$ cat config.mk
export PLATFORM = sky130hd
export DESIGN_NAME = t_debounce_pulser
export DESIGN_NICKNAME = d
export VERILOG_FILES = /design/src/rtl/t_debounce_pulser.sv
export SDC_FILE = /design/constraint.sdc
export NUM_CORES = 1
export LEC_CHECK = 0
export ABC_AREA = 1
export ABC_CLOCK_PERIOD_IN_PS = 5400
export CORE_MARGIN = 3
export CORE_UTILIZATION = 45
export DETAILED_ROUTE_END_ITERATION = 10
export GPL_ROUTABILITY_DRIVEN = 0
export GPL_TIMING_DRIVEN = 0
export PLACE_DENSITY = 0.68
export SYNTH_ARGS = -nofsm -noshare
export SYNTH_HDL_FRONTEND = slang
export SYNTH_SLANG_ARGS = --single-unit
$ cat constraint.sdc
create_clock -name clk -period 5.4 [get_ports clk]
set_clock_uncertainty 0.2 [all_clocks]
set_input_delay 0.81 -clock clk [delete_from_list [all_inputs] [get_ports clk]]
set_output_delay 0.81 -clock clk [all_outputs]
set_load 0.1 [all_outputs]
$ cat src/rtl/t_debounce_pulser.sv
`default_nettype none
// +--------------------------------------------------------------------------+
// | Module   : t_debounce_pulser                                              |
// | Function : button synchroniser + two-way debouncer, one-cycle toggle      |
// |            pulse per press with optional auto-repeat and a pulse counter  |
// | Revision : 1.0 - initial release                                         |
// +--------------------------------------------------------------------------+
module t_debounce_pulser #(
    parameter int DB_CYCLES     = 4,
    parameter int REPEAT_CYCLES = 16,
    parameter int CNT_W         = 8
) (
    input  logic       clk,
    input  logic       rst_n,
    input  logic       btn_in,
    input  logic       en,
    output logic       t,
    output logic       btn_level,
    output logic [7:0] pulse_count
);

    if (CNT_W < 1 || CNT_W > 30 || DB_CYCLES < 1 || DB_CYCLES > (2**CNT_W) - 1 ||
        REPEAT_CYCLES < 0 || REPEAT_CYCLES > (2**CNT_W) - 1) begin : g_bad_params
        $error("t_debounce_pulser: DB_CYCLES/REPEAT_CYCLES out of range for CNT_W");
    end

    typedef enum logic [1:0] {
        S_IDLE         = 2'd0,
        S_PRESS_WAIT   = 2'd1,
        S_PRESSED      = 2'd2,
        S_RELEASE_WAIT = 2'd3
    } state_t;

    localparam logic [CNT_W-1:0] c_db_cnt   = CNT_W'(DB_CYCLES);
    localparam logic [CNT_W-1:0] c_rep_last = CNT_W'((REPEAT_CYCLES == 0) ? 0 : REPEAT_CYCLES - 1);
    localparam logic             c_rep_en   = (REPEAT_CYCLES != 0);
    localparam logic [CNT_W-1:0] c_cnt_one  = CNT_W'(1);

    logic             s1_q;
    logic             sync_q;
    state_t           state_q, state_d;
    logic [CNT_W-1:0] cnt_q, cnt_d;
    logic             t_q, t_d;
    logic             level_q, level_d;
    logic [7:0]       count_q, count_d;

    always_ff @(posedge clk or negedge rst_n) begin
        if (!rst_n) begin
            s1_q    <= 1'b0;
            sync_q  <= 1'b0;
            state_q <= S_IDLE;
            cnt_q   <= '0;
            t_q     <= 1'b0;
            level_q <= 1'b0;
            count_q <= 8'd0;
        end else begin
            s1_q    <= btn_in;
            sync_q  <= s1_q;
            state_q <= state_d;
            cnt_q   <= cnt_d;
            t_q     <= t_d;
            level_q <= level_d;
            count_q <= count_d;
        end
    end

    always_comb begin
        state_d = state_q;
        cnt_d   = cnt_q;
        t_d     = 1'b0;
        level_d = level_q;
        case (state_q)
            S_IDLE: begin
                if (sync_q) begin
                    state_d = S_PRESS_WAIT;
                    cnt_d   = c_cnt_one;
                end
            end
            S_PRESS_WAIT: begin
                if (!sync_q) begin
                    state_d = S_IDLE;
                    cnt_d   = '0;
                end else if (cnt_q == c_db_cnt) begin
                    state_d = S_PRESSED;
                    level_d = 1'b1;
                    t_d     = en;
                    cnt_d   = '0;
                end else begin
                    cnt_d = cnt_q + c_cnt_one;
                end
            end
            S_PRESSED: begin
                // With auto-repeat disabled the counter is parked so it cannot wrap.
                if (!sync_q) begin
                    state_d = S_RELEASE_WAIT;
                    cnt_d   = c_cnt_one;
                end else if (c_rep_en && cnt_q == c_rep_last) begin
                    t_d   = en;
                    cnt_d = '0;
                end else if (c_rep_en) begin
                    cnt_d = cnt_q + c_cnt_one;
                end
            end
            S_RELEASE_WAIT: begin
                if (sync_q) begin
                    state_d = S_PRESSED;
                    cnt_d   = '0;
                end else if (cnt_q == c_db_cnt) begin
                    state_d = S_IDLE;
                    level_d = 1'b0;
                    cnt_d   = '0;
                end else begin
                    cnt_d = cnt_q + c_cnt_one;
                end
            end
            default: begin
                state_d = S_IDLE;
                cnt_d   = '0;
            end
        endcase
        count_d = t_d ? (count_q + 8'd1) : count_q;
    end

    assign t           = t_q;
    assign btn_level   = level_q;
    assign pulse_count = count_q;

endmodule
`default_nettype wire

==> out/metrics.yaml, run 1 <==
floorplanning:
  initial_core_util: 0.499
  top_level_ports: 14
  core-area_sq_um: 2610
  rows: 18
  fp.dieW_um: 59.8
  die_h_um: 59.8
  dieArea_sq_um: 3580
sta:
  worstMarginPinSlew_ns: 0.971
  finalSetupViolations: 0
  fin_crit_sh: 0.544
  min_period_ns: 2.94
  setup_ws_ns: 2.46
  timing.fmax_ghz: 0.341
  finalHoldWorstSlack_ns: 0.165
  tns_ns: 0
  rsz0062_at_grt: "false"
  finalMaxSlewViolations: 0
  slew_headroom: 0.351
  hold_violations: 0
route:
  wl_per_cell_um: 12.2
  dr.pass1.iters: 4
  drt-total-wl_um: 2600
  drt-vias-per-instance: 5.19
  drc_errors: 0
  ant_nets: 0
  drtIter0Drc: 38
  vias: 1100
clocking:
  cts_hold_buf: 0
  cts_tree: "done"
  cts_buffer_depth: 2
  clock-sinks: 22
  root_buffer: "clkbuf_4"
  cts_buffers: 3
  clk_pin_slew_ns: 0.13
  clk_latency_ns: 0.31
  cts_resized: 0
  cts_setup_buffers: 0
  h-tree-depth: 1
synth:
  syn_area_per_cell_sq_um: 7.90
  synth.distinct_cells: 23
  synth_top_area_cell: "dfrtp_1"
  synth_xor_xnor_area_share: 0.0403
  synthMuxAreaShare: 0
  ys_warn_count: 0
  synth_edf_count: 0
  yosys.area_share.simple: 0.292
  synth_seq_area_share: 0.422
  synth_nets: 177
  synth_top_family_by_area: "simple AND/OR/NAND/NOR gates"
  synth-main-ff-cell: "dfrtp_1"
  syn_area_sq_um: 1300
  synth-async-reset-ratio: 1.00
  synth_most_common_cell: "nand2_1"
  synth.area.top_cells: "dfrtp_1 42%, nand2_1 9.8%, inv_1 8.6%"
  synth_top_area_share: 0.422
  synthAdderAreaFrac: 0.0768
  ys_ff_latch: 22
  syn_inst: 165
  synthTopCellsByCount: "34 x nand2_1, 30 x inv_1, 22 x dfrtp_1"
  synth_compound_area_frac: 0.0672
worst_setup_path:
  crit_path_start_kind: "flop"
  max_stage_delay_ns: 1.16
  crit_chain: "clkdlybuf4s50_1"
  slowest_stage: "clkdlybuf4s50_1"
  end_kind: "primary output"
  critPathArrivalTime_ns: 1.93
  cpLargestDelayFamily: "buffers and inverters"
  crit_type: "flop to primary output"
  worstPathMaxFanout: 5
  crit_required_ns: 4.39
  cp.buffers_inverters: 1
global_routing:
  grt_use_total: 0.171
  grt_max_degree: 23
  grt_pass1_vias: 1085
  grt_pass1_wl_um: 4660
  grt_overflow_total: 0
  grt_antenna_before_repair: 0
power:
  power_density_nw_per_um2: 438
  ir_drop_uv: 496
  p_leak_nw: 0.783
final_layout:
  n_antenna_cell: 0
  final_nets: 195
  fill_cells: 249
  fin_cells: 212
  multiInputGateArea_sq_um: 621
  seqCellArea_sq_um: 551
  area_growth_pct: 16.9
  drive_above_1_share: 0.0824
outcome:
  status: "finished, final reports clean"
placement:
  port_buffers: 13
  place_ws_ns: 2.83
  place_inst: 208
  dp_hpwl_um: 2000
hold_path:
  hp-class: "flop to flop"
job:
  max-cap-violations: 0
per-layer routing:
metal,vias to the layer above,GRT usage,share of wire,wire (um)
li1,562,-,-,-
met1,514,0.230,0.49,1260
met2,20,0.269,0.46,1180
met3,4,0.0454,0.041,106
met4,0,0.0538,0.015,40
met5,-,0,0,0
state kept, by name (all words and copies together) (netlist names), named ones only:
name / cells
state_q: 1
sync_q: 1
pulse_count: 8
t: 1
cnt_q: 8
btn_level: 1
s1_q: 1
final timing paths:
kind                                             from                          to  slack [ns]  cells after the start
max reg2reg                    state_q[0]$_DFFE_PN0P_  pulse_count[6]$_DFFE_PN0P_        3.38                      7
max                        pulse_count[5]$_DFFE_PN0P_              pulse_count[5]        2.46                      1
min                                    s1_q$_DFF_PN0_            sync_q$_DFF_PN0_        0.17                      0
max in group asynchronous                       rst_n  pulse_count[0]$_DFFE_PN0P_        3.58                      1
min reg2reg                            s1_q$_DFF_PN0_            sync_q$_DFF_PN0_        0.17                      0
min in group asynchronous                       rst_n      state_q[0]$_DFFE_PN0P_        0.82                      1
layout by cell type (no fill, tap or decap):
cell / count
clkinv_1: 1
clkdlybuf4s50_1: 13
nand2_1: 34
nor2_2: 4
clkbuf_4: 3
nor2_1: 12
a21oi_1: 5
clkinv_2: 1
o21ai_0: 6
nor2_4: 1
o21ai_1: 1
inv_1: 30
buf_6: 1
nor3_1: 1
o21bai_2: 1
ha_1: 8
dfrtp_1: 22
o21ai_2: 1
nand4_1: 13
bufinv_16: 1
xnor2_1: 2
o21a_1: 1
nand3b_1: 1
xor2_1: 4
nand3_1: 13
nand2_2: 2
power by group:
part,total (W),internal [W],leakage [nW],switching (W)
registers,0.000224,0.000193,0.273,0.0000313
logic,0.000318,0.0000953,0.483,0.000222
clock network,0.000126,0.0000750,0.0279,0.0000508
total,0.000668,0.000363,0.783,0.000304
metrics by stage:
stage | instance area (sq um) | utilization | power, W
final | 1520 | 0.583 | 0.000668
after global routing | 1520 | 0.583 | 0.000718
after CTS | 1520 | 0.583 | 0.000673
after detailed placement | 1470 | 0.563 | 0.000545
after global placement | 1470 | 0.563 | 0.000530
after floorplan | 1300 | - | 0.000467
cell type report:
class                   instances  area share
plain buffers                   1     0.00739
multi-input cells             110       0.407
clock inverters                 1      0.0197
inverters                      32      0.0796
well taps                      30      0.0246
clock buffers                   3      0.0148
repair buffers                 13      0.0854
flip-flops and latches         22       0.361
cell families after synthesis:
logic type,Yosys count
simple gates,81
xor+xnor,6
compound gates,15
fa+ha+maj,8
buf+inv,33
flops,22
Note: power is estimated with default switching activity, not from simulation.
==> inputs of run 2 (changes only) <==
Settings changed: ABC_CLOCK_PERIOD_IN_PS 5400 to 2500, PLACE_DENSITY 0.68 to 0.7.
Clock period 5.4 ns to 2.5 ns, I/O delays scaled along.
==> run 2 against run 1 <==
Effect of this change:
- critical path depth is the same
- die area is the same
- non-clock buffer count is the same
==> out/metrics.yaml, run 2 (synthesis results as in run 1) <==
clocking:
  clk_latency_ns: 0.31
  cts_setup_buffers: 0
  clock-sinks: 22
  root_buffer: "clkbuf_4"
  cts_tree: "done"
  cts_buffers: 3
  clk_pin_slew_ns: 0.12
  h-tree-depth: 1
  cts_buffer_depth: 2
worst_setup_path:
  end_kind: "primary output"
  crit_path_start_kind: "flop"
  crit_type: "flop to primary output"
  cpLargestDelayFamily: "buffers and inverters"
  critPathArrivalTime_ns: 1.86
  slowest_stage: "clkdlybuf4s50_1"
  cp.buffers_inverters: 1
  worstPathMaxFanout: 4
  crit_required_ns: 1.92
  max_stage_delay_ns: 1.15
  crit_chain: "clkdlybuf4s50_1"
route:
  drtIter0Drc: 32
  ant_nets: 0
  wl_per_cell_um: 12.0
  drt-vias-per-instance: 5.17
  vias: 1091
  drt-total-wl_um: 2540
  drc_errors: 0
  dr.pass1.iters: 4
global_routing:
  grt_max_degree: 23
  grt_overflow_total: 0
  grt_antenna_before_repair: 0
  grt_pass1_wl_um: 4510
  grt_pass1_vias: 1111
  grt_use_total: 0.167
sta:
  timing.fmax_ghz: 0.411
  fin_crit_sh: 0.973
  worstMarginPinSlew_ns: 0.981
  hold_violations: 0
  tns_ns: 0
  min_period_ns: 2.43
  finalMaxSlewViolations: 0
  finalHoldWorstSlack_ns: 0.162
  rsz0062_at_grt: "false"
  slew_headroom: 0.344
  finalSetupViolations: 0
final_layout:
  final_cell_mix: "34 x nand2_1, 30 x inv_1, 22 x dfrtp_1, 13 x nand3_1, 13 x nand4_1"
  final_nets: 195
  final_area_sq_um: 1500
  fill_cells: 235
  multiInputGateArea_sq_um: 621
  drive_above_1_share: 0.0773
  n_antenna_cell: 0
  area_growth_pct: 15.2
  layout_commonest_cell: "nand2_1"
  seqCellArea_sq_um: 551
  fin_cells: 211
power:
  ir_drop_uv: 896
  p_leak_nw: 0.809
  internal_power_w: 0.000675
  power_frac_comb: 0.509
  p_sw_w: 0.000644
  p_clk_frac: 0.124
  netSwitchingFraction: 0.488
  power_density_nw_per_um2: 878
  seqPwrFrac: 0.367
floorplanning:
  top_level_ports: 14
  fp.dieW_um: 59.8
  core-area_sq_um: 2610
  initial_core_util: 0.499
  dieArea_sq_um: 3580
  rows: 18
  die_h_um: 59.8
placement:
  place_inst: 208
  port_buffers: 13
  placed_area_sq_um: 1470
  dp_hpwl_um: 1990
hold_path:
  hp-class: "flop to flop"
outcome:
  status: "finished, final reports clean"
job:
  max-cap-violations: 0
run 2: cell types whose count changed in the layout (fill, tap and decap cells not counted), sizes merged:
cell and change:
dlymetal6s2s +4, dlygate4sd2 +2, clkdlybuf4s50 -6, bufinv -1
run 2: layout make-up:
type | instances | area share
tap | 30 | 0.0250
buffer | 1 | 0.00750
inverter | 32 | 0.0808
multi-input combinational | 110 | 0.413
timing repair buffer | 13 | 0.0917
clock buffer | 3 | 0.0150
sequential | 22 | 0.367
run 2: what timing repair did:
action,CTS,global route
gates resized for setup,2,4
hold buffers,0,0
setup endpoints to repair,2,4
run 2: metal layers:
| metal | track usage | share of wire |
|---|---|---|
| met4 | 0.0823 | 0.019 |
| met1 | 0.209 | 0.47 |
| met5 | 0 | 0 |
| met3 | 0.0346 | 0.038 |
| met2 | 0.273 | 0.47 |
run 2: final timing paths:
| kind | from | to | slack (ns) | cells after the start |
|---|---|---|---|---|
| max | pulse_count[6]$_DFFE_PN0P_ | pulse_count[6] | 0.07 | 1 |
| min | s1_q$_DFF_PN0_ | sync_q$_DFF_PN0_ | 0.16 | 0 |
| max reg2reg | state_q[0]$_DFFE_PN0P_ | state_q[0]$_DFFE_PN0P_ | 0.51 | 8 |
| min reg2reg | s1_q$_DFF_PN0_ | sync_q$_DFF_PN0_ | 0.16 | 0 |
| max in group asynchronous | rst_n | s1_q$_DFF_PN0_ | 1.12 | 1 |
| min in group asynchronous | rst_n | btn_level$_DFFE_PN0P_ | 0.39 | 1 |
run 2: through the flow:
| step | util | total power, W | setup slack (ns) |
|---|---|---|---|
| 3_3_place_gp | 0.563 | 0.00114 | 0.368 |
| 3_5_place_dp | 0.563 | 0.00117 | 0.353 |
| 6_report | 0.575 | 0.00132 | 0.0667 |
| 4_1_cts | 0.571 | 0.00134 | 0.00444 |
| 5_1_grt | 0.575 | 0.00143 | 0.00584 |
| 2_1_floorplan | - | 0.00101 | 0.391 |
run 2: power by group through the flow:
stage	clock network [W]	logic (W)	registers, W
CTS	0.000169	0.000681	0.000486
floorplan	0	0.000361	0.000648
finish	0.000163	0.000672	0.000484
global placement	0	0.000657	0.000486
detailed placement	0	0.000679	0.000492
global route	0.000182	0.000748	0.000500
